### src/rtl/clkgen_pkg.sv
// Shared types, defaults and helpers for the lock-supervised clock-enable generator.
package clkgen_pkg;

  localparam int unsigned DIVW_DEF        = 16;
  localparam int unsigned LOCK_CYCLES_DEF = 1024;
  localparam int unsigned RST_CYCLES_DEF  = 16;

  typedef enum logic [1:0] {
    ST_WAIT_LOCK = 2'd0,
    ST_QUALIFY   = 2'd1,
    ST_RST_HOLD  = 2'd2,
    ST_RUN       = 2'd3
  } state_t;

  // Channel-select width; a single channel still gets a 1-bit select.
  function automatic int unsigned ch_width(input int unsigned n);
    return (n > 1) ? $clog2(n) : 1;
  endfunction

endpackage

### src/rtl/clkgen_multi_ce_divider.sv
// One clock-enable channel: wrap counter, active divider and a shadow that lands on a period boundary.
module ce_divider
  import clkgen_pkg::*;
#(
  parameter int unsigned DIVW     = DIVW_DEF,
  parameter int unsigned DIV_INIT = 0
) (
  input  logic            clk,
  input  logic            rst_n,
  input  logic            run,
  input  logic            resync,
  input  logic            we,
  input  logic [DIVW-1:0] wdata,
  output logic            ce
);

  logic [DIVW-1:0] ctr_q;
  logic [DIVW-1:0] div_q;
  logic [DIVW-1:0] sh_q;
  logic            pend_q;
  logic            wrap;

  assign wrap = (ctr_q == div_q);
  assign ce   = run & wrap;

  always_ff @(posedge clk or negedge rst_n) begin
    if (!rst_n) begin
      ctr_q  <= '0;
      div_q  <= DIVW'(DIV_INIT);
      sh_q   <= '0;
      pend_q <= 1'b0;
    end else if (!run) begin
      // Counters are parked, so any divider change can take effect at once.
      ctr_q  <= '0;
      pend_q <= 1'b0;
      if (we)          div_q <= wdata;
      else if (pend_q) div_q <= sh_q;
    end else begin
      if (resync || wrap) begin
        ctr_q <= '0;
        if (pend_q) begin
          div_q  <= sh_q;
          pend_q <= 1'b0;
        end
      end else begin
        ctr_q <= ctr_q + DIVW'(1);
      end
      // A write coinciding with a wrap or resync becomes the next pending value.
      if (we) begin
        sh_q   <= wdata;
        pend_q <= 1'b1;
      end
    end
  end

endmodule

### src/rtl/clkgen_multi.sv
// Lock qualification, downstream reset sequencing and NCH programmable clock-enable channels.
module clkgen_multi
  import clkgen_pkg::*;
#(
  parameter int unsigned NCH         = 4,
  parameter int unsigned DIVW        = DIVW_DEF,
  parameter int unsigned DIV_INIT    = 0,
  parameter int unsigned LOCK_CYCLES = LOCK_CYCLES_DEF,
  parameter int unsigned RST_CYCLES  = RST_CYCLES_DEF
) (
  input  logic                     clock_in,
  input  logic                     resetn,
  input  logic                     locked,
  input  logic                     cfg_we,
  input  logic [ch_width(NCH)-1:0] cfg_ch,
  input  logic [DIVW-1:0]          cfg_div,
  input  logic                     resync,
  output logic [NCH-1:0]           ce,
  output logic                     rst_out_n,
  output logic                     ready
);

  localparam int unsigned CHW     = ch_width(NCH);
  localparam int unsigned CNT_MAX = (LOCK_CYCLES > RST_CYCLES) ? LOCK_CYCLES : RST_CYCLES;
  localparam int unsigned CNTW    = (CNT_MAX > 1) ? $clog2(CNT_MAX) : 1;

  logic [1:0]      sync_q;
  logic            lock_s;
  state_t          state_q, state_nxt;
  logic [CNTW-1:0] cnt_q, cnt_nxt;
  logic            run_q;

  // locked is asynchronous to clock_in; only lock_s is used past this point.
  always_ff @(posedge clock_in or negedge resetn) begin
    if (!resetn) sync_q <= '0;
    else         sync_q <= {sync_q[0], locked};
  end

  assign lock_s = sync_q[1];

  always_ff @(posedge clock_in or negedge resetn) begin
    if (!resetn) begin
      state_q <= ST_WAIT_LOCK;
      cnt_q   <= '0;
      run_q   <= 1'b0;
    end else begin
      state_q <= state_nxt;
      cnt_q   <= cnt_nxt;
      run_q   <= (state_nxt == ST_RUN);
    end
  end

  always_comb begin
    state_nxt = state_q;
    cnt_nxt   = cnt_q;
    case (state_q)
      ST_WAIT_LOCK: begin
        cnt_nxt = '0;
        if (lock_s) state_nxt = ST_QUALIFY;
      end
      ST_QUALIFY: begin
        if (!lock_s) begin
          state_nxt = ST_WAIT_LOCK;
          cnt_nxt   = '0;
        end else if (cnt_q == CNTW'(LOCK_CYCLES - 1)) begin
          state_nxt = ST_RST_HOLD;
          cnt_nxt   = '0;
        end else begin
          cnt_nxt = cnt_q + CNTW'(1);
        end
      end
      ST_RST_HOLD: begin
        if (!lock_s) begin
          state_nxt = ST_WAIT_LOCK;
          cnt_nxt   = '0;
        end else if (cnt_q == CNTW'(RST_CYCLES - 1)) begin
          state_nxt = ST_RUN;
          cnt_nxt   = '0;
        end else begin
          cnt_nxt = cnt_q + CNTW'(1);
        end
      end
      ST_RUN: begin
        if (!lock_s) state_nxt = ST_WAIT_LOCK;
      end
      default: begin
        state_nxt = ST_WAIT_LOCK;
        cnt_nxt   = '0;
      end
    endcase
  end

  assign ready     = run_q;
  assign rst_out_n = run_q;

  // Out-of-range channel selects match no channel and are dropped.
  for (genvar i = 0; i < int'(NCH); i++) begin : g_ch
    logic ch_we;
    assign ch_we = cfg_we && (cfg_ch == CHW'(i));

    ce_divider #(
      .DIVW     (DIVW),
      .DIV_INIT (DIV_INIT)
    ) u_div (
      .clk    (clock_in),
      .rst_n  (resetn),
      .run    (run_q),
      .resync (resync),
      .we     (ch_we),
      .wdata  (cfg_div),
      .ce     (ce[i])
    );
  end

endmodule

### config.mk
export PLATFORM = sky130hd
export DESIGN_NAME = clkgen_multi
export DESIGN_NICKNAME = d
export VERILOG_FILES = /design/src/rtl/clkgen_pkg.sv /design/src/rtl/clkgen_multi_ce_divider.sv /design/src/rtl/clkgen_multi.sv
export SDC_FILE = /design/constraint.sdc
export NUM_CORES = 1
export LEC_CHECK = 0
export CAP_MARGIN = 5
export CORE_ASPECT_RATIO = 1.2
export CORE_MARGIN = 2
export CORE_UTILIZATION = 57
export CTS_CLUSTER_SIZE = 30
export DETAILED_ROUTE_END_ITERATION = 12
export PLACE_DENSITY = 0.79
export SYNTH_ARGS = -nofsm -noshare
export SYNTH_HDL_FRONTEND = slang
export SYNTH_SLANG_ARGS = --single-unit
### constraint.sdc
create_clock -name clock_in -period 4.95 [get_ports clock_in]
set_clock_uncertainty 0.1 [all_clocks]
set_input_delay 0.7425 -clock clock_in [delete_from_list [all_inputs] [get_ports clock_in]]
set_output_delay 0.7425 -clock clock_in [all_outputs]
set_load 0.03 [all_outputs]
==> flow_summary.ini <==
[run_status]
status = finished clean

[route]
ant_nets = 0
post_drt_wl_per_cell_um = 18.49
drc = 0
first_iter_violations = 439
dr_total_vias = 7040
first_pass_iters = 6
wirelength_um = 21740
via_per_inst = 5.986

[sta]
tns_ns = 0
hold_slack_ns = 0.2472
setup_violations = 0
fin_ws_ns = 1.360
period_needed_ns = 3.590
finalMaxSlewViolations = 0
hold_violations = 0
grt_setup_unrepaired = no
max_freq_mhz = 278.6
min_period_over_period_pct = 72.52
relSlewSlack_pct = 38.86
worst_slew_pin_slew_ns = 0.9123

[yosys]
synth_top_family_by_area = simple AND/OR/NAND/NOR gates
synth_top_area_cell = dfrtp_1
synthXorXnorAreaFrac_pct = 9.888
synth_compound_area_share_pct = 13.07
synth.most_common_cell = dfrtp_1
ys_seq_elements = 211
synthArstFlopShare_pct = 100.0
synth_nets = 958
yosysSeqAreaShare_pct = 49.68
synth_edf_count = 0
synthMuxAreaShare_pct = 6.780
ys.flop_type = dfrtp_1
ys.warnings.count = 0
syn_area_sq_mm = 0.01063
synth_area_per_cell_sq_um = 11.49
synth_top_area_share_pct = 49.68
ys_top_cells_by_area = dfrtp_1, xor2_1, mux2_2, a2bb2oi_2, nand3b_1
synthSimpleGateAreaFrac_pct = 16.57
netlist_instances = 925
ys_types = 52
synth_common_cells = dfrtp_1, xor2_1, nor2_1
synthAdderAreaFrac_pct = 1.177

[worst_setup_path]
crit_fanout = 5
critPathLaunchType = flop
crit_required_ns = 4.11
critPathArrivalTime_ns = 2.75
r2r_cells = 5
critPathKind = flop to primary output
worstSetupEndpointType = primary output

[layout]
fin_util_pct = 65.03
fin_nets = 969
drive_gt1_share_pct = 19.12
area_growth_syn_to_layout_pct = 11.61
final_cell_count_no_fill = 1176
antennaDiodeCount = 0
post-route-cell-area_sq_mm = 0.01186

[clock_network]
post_cts.repair.setup_buffers = 0
clk_pin_slew_worst_paths_ns = 0.06
clock-root-buffer = clkbuf_16
clkLatencyLatePin_ns = 0.52
htree_levels = 1
clkSinkCount = 211
cts_buffers = 23
ctsLongestPathBuffers = 3
hold_buffers = 0
cts-resized-gates = 0
tritoncts = done

[floorplan]
fp.dieW_um = 128.7
die_area_sq_mm = 0.01976
start_util_pct = 58.26
core_sq_mm = 0.01824
rows = 54
ios = 29
dieHeight_um = 153.6

[placement]
port_buffers = 28
hpwl_um = 14030
place_area_sq_mm = 0.01101
placed_cells = 1135
place_congestion = 0.7758
place_ws_ns = 1.833

[global_route]
track_usage_pct = 22.78
overflow = 0
grt_pass1_wl_um = 36270
grt_max_degree = 116
grt_pass1_vias = 7084
antenna_found_initial = 0

[hold_path]
whs_path_depth = 0
hp-class = flop to flop

[flow_run]
maxCapViolations = 0

[power_and_ir_drop]
ir_drop_v = 0.0003434
p_leak_nw = 5.021
total_power_mw = 4.194
powerDensity_mw_per_mm2 = 353.5
==> power breakdown <==
part           internal, mW  total, mW  leakage [nW]  switching, mW
Clock                  1.22       1.90         0.424          0.684
Sequential             1.82       1.92          2.75         0.0956
Combinational         0.190      0.373          1.84          0.183
Total                  3.23       4.19          5.02          0.963
==> layout make-up <==
cell class,count,area (sq um)
clock inverters,9,177.7
clock buffers,32,679.4
fillers,1387,6380
well taps,224,280.3
repair buffers,37,364.1
inverters,9,33.78
multi-input cells,654,5047
flip-flops and latches,211,5280
==> logic make-up (layout without fill, tap and decap cells) <==
| kind of cell | Yosys count | count (layout) |
|---|---|---|
| AND/OR/NAND/NOR | 302 | 302 |
| flip-flops | 211 | 211 |
| AO/OA/AOI/OAI | 158 | 158 |
| XOR/XNOR | 120 | 120 |
| multiplexers | 64 | 64 |
| buffers and inverters | 60 | 87 |
| adder cells (fa/ha/maj) | 10 | 10 |
==> cell usage in the layout (no fill, tap or decap), drive strengths merged, types with 26 or more instances in the layout <==
master / instances
dfrtp: 211
xnor2: 26
mux2: 64
clkdlybuf4s50: 27
nor2: 85
o21ai: 66
nand3: 29
clkbuf: 33
a2bb2oi: 60
xor2: 94
nand3b: 65
nand2: 40
==> critical path, stage by stage (launching register included) <==
cell             delay [ns]
dfrtp_1                0.44
xor2_1                 0.17
nor4_1                 0.35
nand4_2                0.25
nor2_1                 0.29
clkdlybuf4s50_1        0.72
==> registers in the layout, indices dropped and copies added (netlist names) <==
register / cells
g_ch.u_div.ctr_q: 64
g_ch.u_div.div_q: 64
g_ch.u_div.sh_q: 64
cnt_q: 10
g_ch.u_div.pend_q: 4
state_q: 2
sync_q: 2
ready: 1
==> metal layers <==
layer | vias to the layer above | global-route usage (%) | wire [um] | part of all wire (%)
met5 | - | 0 | 0 | 0
met4 | 0 | 8.282 | 709 | 3.3
met3 | 52 | 3.236 | 790 | 3.6
met2 | 113 | 38.02 | 11030 | 51
met1 | 3564 | 30.38 | 9218 | 42
li1 | 3311 | - | - | -
==> path summary, 6_finish.rpt <==
path | end | from | slack (ns)
max | ce[0] | g_ch[0].u_div.ctr_q[3] | 1.36
min in group asynchronous | g_ch[2].u_div.ctr_q[4] | resetn | 0.27
min reg2reg | sync_q[1] | sync_q[0] | 0.25
max reg2reg | g_ch[1].u_div.div_q[15] | ready | 2.23
min | sync_q[1] | sync_q[0] | 0.25
max in group asynchronous | g_ch[0].u_div.div_q[15] | resetn | 3.46
(Power assumes the default switching activity.)
